`src/rtl/sr_ff_bank.sv`:
```
// Bank of WIDTH independent clocked SR flip-flops with selectable S=R=1 resolution,
// change strobes and invalid-input error flag, sticky flag and saturating count.
module sr_ff_bank #(
  parameter int               WIDTH        = 8,
  parameter int               INVALID_MODE = 0,
  parameter logic [WIDTH-1:0] INIT_VAL     = '0,
  parameter int               ERR_CNT_W    = 8
) (
  input  logic                 clk,
  input  logic                 rst,
  input  logic                 en,
  input  logic                 clr,
  input  logic [WIDTH-1:0]     s,
  input  logic [WIDTH-1:0]     r,
  output logic [WIDTH-1:0]     q,
  output logic [WIDTH-1:0]     qn,
  output logic [WIDTH-1:0]     rise,
  output logic [WIDTH-1:0]     fall,
  output logic                 err,
  output logic                 err_sticky,
  output logic [ERR_CNT_W-1:0] err_cnt
);

  localparam logic [ERR_CNT_W-1:0] CNT_MAX = {ERR_CNT_W{1'b1}};

  logic [WIDTH-1:0] q_next;
  logic             err_cond;

  genvar gi;
  generate
    for (gi = 0; gi < WIDTH; gi++) begin : g_ch
      logic inv_val;
      // Resolution of the colliding s=r=1 case is fixed at elaboration time.
      assign inv_val = (INVALID_MODE == 1) ? 1'b1 :
                       (INVALID_MODE == 2) ? 1'b0 :
                       (INVALID_MODE == 3) ? ~q[gi] : q[gi];
      assign q_next[gi] = (s[gi] && r[gi]) ? inv_val :
                          s[gi]            ? 1'b1    :
                          r[gi]            ? 1'b0    : q[gi];
    end
  endgenerate

  assign err_cond = en & ~clr & (|(s & r));
  assign qn       = ~q;

  always_ff @(posedge clk or posedge rst) begin
    if (rst) begin
      q          <= INIT_VAL;
      rise       <= '0;
      fall       <= '0;
      err        <= 1'b0;
      err_sticky <= 1'b0;
      err_cnt    <= '0;
    end else if (clr) begin
      // Strobes still report the edge caused by the clear itself.
      q          <= INIT_VAL;
      rise       <= ~q & INIT_VAL;
      fall       <= q & ~INIT_VAL;
      err        <= 1'b0;
      err_sticky <= 1'b0;
      err_cnt    <= '0;
    end else if (!en) begin
      rise <= '0;
      fall <= '0;
      err  <= 1'b0;
    end else begin
      q          <= q_next;
      rise       <= ~q & q_next;
      fall       <= q & ~q_next;
      err        <= err_cond;
      err_sticky <= err_sticky | err_cond;
      if (err_cond && (err_cnt != CNT_MAX)) begin
        err_cnt <= err_cnt + 1'b1;
      end
    end
  end

endmodule

```
`config.mk`:
```
export PLATFORM = sky130hd
export DESIGN_NAME = sr_ff_bank
export DESIGN_NICKNAME = d
export VERILOG_FILES = /design/src/rtl/sr_ff_bank.sv
export SDC_FILE = /design/constraint.sdc
export NUM_CORES = 1
export LEC_CHECK = 0
export ABC_AREA = 1
export CAP_MARGIN = 25
export CORE_MARGIN = 2
export CORE_UTILIZATION = 30
export CTS_CLUSTER_DIAMETER = 30
export DETAILED_ROUTE_END_ITERATION = 10
export PLACE_DENSITY_LB_ADDON = 0.15
export REMOVE_ABC_BUFFERS = 1
export SYNTH_ARGS = -nofsm -noshare
export SYNTH_HDL_FRONTEND = slang
export SYNTH_SLANG_ARGS = --single-unit
export TNS_END_PERCENT = 10
```
`constraint.sdc`:
```
create_clock -name clk -period 3.55 [get_ports clk]
set_clock_uncertainty 0.2 [all_clocks]
set_input_delay 0.71 -clock clk [delete_from_list [all_inputs] [get_ports clk]]
set_output_delay 0.71 -clock clk [all_outputs]
set_load 0.01 [all_outputs]
```
==> run_results.csv, run 1 <==
group,metric,value,unit
status,status,"complete, no violations",
route,routed_via_density,4.38,
setup_path,rr_worst_depth,8,
sta,finalSetupViolations,0,
route,ant_nets,0,
logic_synthesis,ys_seq_area_share,54.5,%
clock_tree,cts.repair.resized,0,
sta,finalHoldViolations,0,
route,firstDrtPassIters,4,
setup_path,worstPathArrival,1.36,ns
placed_design,gp_congestion,0.814,
setup_path,r2r_start,"err_cnt[0]$_DFFE_PP0P_",
power,p_per_area,363,nW/µm²
logic_synthesis,syn_inst,186,
layout,fin_nets,274,
placed_design,placed_cells,316,
route,routed_wl,4010,µm
die,die_h,76.1,µm
clock_tree,numCtsBuffers,5,
global_route,grt_pass1_vias,1372,
sta,worst_pin_slew,0.517,ns
sta,tns,0,ns
setup_path,critPathMaxFanout,5,
logic_synthesis,synth-compound-area-share,7.69,%
power,leakage,1.10,nW
die,io_pins,62,
die,dieArea,5800,µm²
power,power_frac_comb,16.1,%
sta,slew_headroom,65.4,%
power,power.share.clock,35.0,%
placed_design,post-dp-hpwl,2940,µm
hold_path,holdPathStages,2,
setup_path,r2r_end,"err_cnt[7]$_DFFE_PP0P_",
logic_synthesis,synth_fa_ha_area_share,0.801,%
clock_tree,cts_sinks,34,
clock_tree,clkSlewWorstSetupHoldPaths,0.08,ns
setup_path,critPathCaptureType,"primary output",
clock_tree,clkLatencyLatePin,0.28,ns
logic_synthesis,synth.avg_cell_area,8.40,µm²
sta,min_period_over_period,64.0,%
hold_path,min_from,"err_sticky$_DFFE_PP0P_",
die,core,5070,µm²
power,finalPower,0.852,mW
logic_synthesis,synth_cell_type_count,20,
global_route,grt_pass1_wl,6710,µm
die,initial_utilization,30.8,%
die,die_w,76.1,µm
route,vias,1419,
sta,fin_crit,2.27,ns
hold_path,min_path_type,"flop to flop",
global_route,grt_max_degree,35,
placed_design,numPortBuffers,61,
logic_synthesis,ys_warn_count,0,
clock_tree,cts_tree,"yes",
sta,drv_slew,0,
logic_synthesis,synth_seq_cells,34,
logic_synthesis,synth_top_family_by_area,"simple AND/OR/NAND/NOR gates",
global_route,antenna_found_initial,0,
global_route,grtUsageTotal,14.5,%
layout,area_growth_syn_to_layout,50.3,%
logic_synthesis,synth_xor_area_share,2.24,%
run,maxCapViolations,0,
power,swShare,26.3,%
route,drt_iter0_markers,78,
power,power.switching,0.224,mW
logic_synthesis,yosys.area_share.simple,28.6,%
setup_path,start_kind,"flop",
clock_tree,htree_levels,2,
route,drc,0,
clock_tree,cts_buffer_depth,2,
layout,antenna_cells,0,
die,num_rows,26,
logic_synthesis,synth_mux_area_share,0,%
clock_tree,cts-root-buf,"clkbuf_8",
layout,final_cell_mix,"61 x clkdlybuf4s50_1, 57 x nand2_1, 34 x dfrtp_1",
power,p_int,0.628,mW
layout,layout_commonest_cell,"clkdlybuf4s50_1",
power,p_seq_share,48.8,%
layout,drive_gt1_share,7.48,%
logic_synthesis,netlist_area,1560,µm²
setup_path,rrSetupSlack,1.93,ns
sta,rsz0062_at_grt,"no",
power,peakVddDrop,0.223,mV
hold_path,holdPathEnd,"err_sticky$_DFFE_PP0P_",
clock_tree,cts_setup_buffers,0,
layout,layout.cells.non_filler,324,
route,wire_per_inst,12.4,µm
sta,fmax,440,MHz
setup_path,timing_worst_setup_path_type,"flop to primary output",
layout,fin_util,46.3,%
global_route,grt_overflow,0,
setup_path,cp_data_required_time,2.64,ns
clock_tree,hold_buffers,0,
==> cells by family after synthesis <==
kind of cell | after synthesis
simple gates | 100
flops | 34
compound gates | 24
buf+inv | 23
xor+xnor | 4
fa+ha+maj | 1
==> registers in the layout, summed over array words and instances (netlist names) <==
signal / flops
rise: 8
err_cnt: 8
q: 8
err_sticky: 1
fall: 8
err: 1
==> synthesized netlist by cell type <==
| master | number | area [µm²] |
|---|---|---|
| xor2_1 | 4 | 35.0 |
| o21ai_1 | 3 | 15.0 |
| a21oi_1 | 8 | 40.0 |
| nor2_2 | 1 | 6.26 |
| nand3_2 | 1 | 10.0 |
| nand4_1 | 1 | 6.26 |
| buf_4 | 2 | 15.0 |
| nor3_1 | 8 | 40.0 |
| nand3_4 | 1 | 17.5 |
| dfrtp_1 | 34 | 851 |
| o21ai_0 | 13 | 65.1 |
| nor2_1 | 17 | 63.8 |
| inv_1 | 17 | 63.8 |
| nand2_4 | 1 | 11.3 |
| inv_2 | 3 | 11.3 |
| nand2_1 | 57 | 214 |
| nor2_4 | 2 | 22.5 |
| ha_1 | 1 | 12.5 |
| nand3_1 | 11 | 55.1 |
| inv_4 | 1 | 6.26 |
==> stage by stage <==
stage	setup WS [ns]	cell area (µm²)	hold slack [ns]
floorplan	1.89	1550	0.312
global placement	1.03	2250	0.267
detailed placement	1.05	2250	0.273
CTS	1.27	2350	0.291
global route	1.12	2350	0.311
finish	1.28	2350	0.288
==> area by class of cell <==
class	instances	area (µm²)
Clock inverter	2	12.5
Fill cell	515	2730
Tap cell	70	87.6
Multi-Input combinational cell	129	614
Inverter	21	81.3
Sequential cell	34	851
Clock buffer	6	82.6
Timing Repair Buffer	62	618
==> worst max-delay path by stage <==
stage	slack, ns	depth (start not counted)	from	endpoint
floorplan	1.89	1	rst	err$_DFF_PP0_
global placement	1.03	6	clr	rise[4]$_DFF_PP0_
detailed placement	1.05	6	clr	rise[1]$_DFF_PP0_
CTS	1.27	2	q[5]$_DFFE_PP0P_	qn[5]
global route	1.12	6	clr	rise[1]$_DFF_PP0_
finish	1.28	2	q[7]$_DFFE_PP0P_	qn[7]
==> power groups by stage <==
stage / clock (mW) / combinational [mW] / sequential (mW)
6_report: 0.298 / 0.137 / 0.416
5_1_grt: 0.322 / 0.151 / 0.419
4_1_cts: 0.306 / 0.140 / 0.417
3_5_place_dp: 0 / 0.139 / 0.424
3_3_place_gp: 0 / 0.139 / 0.424
2_1_floorplan: 0 / 0.0476 / 0.430
==> worst max-delay path, stage by stage, from the launching register on <==
cell             delay, ns
dfrtp_1               0.42
inv_1                 0.12
clkdlybuf4s50_1       0.54
==> layer usage <==
layer | routed length [µm] | track usage, % | share of wire, %
met5 | 0 | 0 | 0
met4 | 36 | 5.45 | 0.90
met1 | 1750 | 18.1 | 44
met2 | 1940 | 24.2 | 48
met3 | 289 | 3.79 | 7.2
No activity file was read; power rests on OpenSTA's default activity.
==> inputs of run 2 (changes only) <==
==> constraint.sdc (replaced) <==
create_clock -name clk -period 1.95 [get_ports clk]
set_clock_uncertainty 0.2 [all_clocks]
set_input_delay 0.39 -clock clk [delete_from_list [all_inputs] [get_ports clk]]
set_output_delay 0.39 -clock clk [all_outputs]
set_load 0.01 [all_outputs]
==> run_results.csv, run 2 (synthesis results as in run 1) <==
group,metric,value,unit
layout,multi_input_area,614,µm²
setup_path,crit_start,"err_cnt[7]$_DFFE_PP0P_",
die,core,5070,µm²
sta,fmax,531,MHz
setup_path,cpPeakStageDelay,0.57,ns
sta,rsz0062_at_grt,"no",
hold_path,min_path_type,"input port to async pin",
clock_tree,clkLatencyLatePin,0.29,ns
route,drt_iter0_markers,73,
power,peakVddDrop,0.324,mV
clock_tree,htree_levels,2,
layout,antenna_cells,0,
setup_path,critPathMaxFanout,5,
global_route,grt_use_met1,18.8,%
die,num_rows,26,
clock_tree,cts_sinks,34,
global_route,met2_usage,23.0,%
clock_tree,clkSlewWorstSetupHoldPaths,0.07,ns
status,status,"complete, no violations",
clock_tree,cts-root-buf,"clkbuf_8",
setup_path,cp_slowest_cell,"clkdlybuf4s50_1",
setup_path,path_cells,"clkdlybuf4s50_1",
run,maxCapViolations,0,
route,routed_via_density,4.47,
setup_path,crit_family,"buffers and inverters",
placed_design,post-dp-hpwl,2950,µm
sta,slew_headroom,71.1,%
route,firstDrtPassIters,4,
clock_tree,numCtsBuffers,5,
sta,tns,0,ns
layout,fin_nets,278,
setup_path,timing_worst_setup_path_type,"flop to primary output",
global_route,antenna_found_initial,0,
route,wire_per_inst,11.9,µm
setup_path,cp_data_required_time,1.36,ns
global_route,grtUsageTotal,14.5,%
setup_path,start_kind,"flop",
global_route,grt_pass1_vias,1354,
layout,area_growth_syn_to_layout,51.8,%
clock_tree,cts_buffer_depth,2,
clock_tree,cts_tree,"yes",
global_route,grt_max_degree,35,
global_route,busiest_layer,"met2",
setup_path,worstPathArrival,1.29,ns
route,ant_nets,0,
clock_tree,cts_setup_buffers,0,
sta,hold_ws,0.290,ns
global_route,met3_usage,4.03,%
die,io_pins,62,
setup_path,worst-path-buf-inv,1,
sta,finalHoldViolations,0,
layout,register_area,855,µm²
sta,drv_slew,0,
route,drc,0,
placed_design,gp_congestion,0.785,
die,initial_utilization,30.8,%
placed_design,place_area,2280,µm²
power,p_per_area,653,nW/µm²
layout,layout_commonest_cell,"nand2_1",
die,die_h,76.1,µm
setup_path,r2r_start,"err_cnt[0]$_DFFE_PP0P_",
route,routed_wl,3920,µm
layout,final_area,2370,µm²
sta,finalSetupViolations,0,
layout,fin_util,46.7,%
layout,drive_gt1_share,10.1,%
sta,fin_crit,1.88,ns
layout,filler_cell_count,516,
placed_design,numPortBuffers,61,
clock_tree,hold_buffers,0,
route,vias,1466,
layout,final_cell_mix,"57 x nand2_1, 53 x clkdlybuf4s50_1, 31 x dfrtp_1",
sta,min_period_over_period,96.5,%
global_route,grt_pass1_wl,6690,µm
power,leakage,1.10,nW
die,dieArea,5800,µm²
setup_path,critPathCaptureType,"primary output",
global_route,grt_overflow,0,
die,die_w,76.1,µm
sta,worst_pin_slew,0.434,ns
[run 2: cell count changes in the layout (fill, tap and decap cells not counted), sizes merged]
cell	previous run	this run
clkdlybuf4s50	61	53
buf	1	5
dlygate4sd2	0	8
[run 2: path summary, 6_finish.rpt]
path	endpoint	slack [ns]	depth (start not counted)
worst max register to register	err_cnt[5]$_DFFE_PP0P_	0.38	8
worst min-delay path	rise[2]$_DFF_PP0_	0.29	3
max in group asynchronous	err_cnt[5]$_DFFE_PP0P_	0.92	3
min in group clk	rise[0]$_DFF_PP0_	0.30	1
worst max-delay path	err_cnt[7]	0.07	1
worst min register to register	rise[0]$_DFF_PP0_	0.30	1
[run 2: cell type report]
class                      count  share of cell area, %
timing repair buffer          66                   26.9
inverter                      21                   3.43
clock buffer                   6                   3.48
multi-input combinational    129                   25.9
tap                           70                   3.69
clock inverter                 2                  0.528
sequential                    34                   36.0
[run 2: timing repair]
item	CTS	global route
endpoints found under the setup margin	8	3
resized for setup	8	3
hold endpoints to repair	0	0
[run 2: tightest hold or removal path, cell delays in order]
cell and delay, ns:
clkdlybuf4s50_1 0.39, inv_1 0.05, buf_4 0.38
[run 2: power by group]
part | total (mW) | internal, mW | leakage (nW) | switching (mW)
clock network | 0.540 | 0.284 | 0.0472 | 0.256
logic | 0.251 | 0.126 | 0.597 | 0.125
registers | 0.758 | 0.735 | 0.459 | 0.0238
total | 1.55 | 1.14 | 1.10 | 0.405
[run 2: layer usage]
metal / routed length [µm] / part of all wire [%]
met3: 233 / 5.9
met4: 52 / 1.3
met5: 0 / 0
met1: 1870 / 48
met2: 1770 / 45
[run 2: through the flow]
| step | cells | worst slack, ns | total power, mW |
|---|---|---|---|
| floorplan | 184 | 0.451 | 0.870 |
| global placement | 320 | 0.0512 | 1.03 |
| detailed placement | 320 | 0.0355 | 1.03 |
| CTS | 328 | 0.0121 | 1.57 |
| global route | 328 | 0.00653 | 1.62 |
| finish | 328 | 0.0678 | 1.55 |
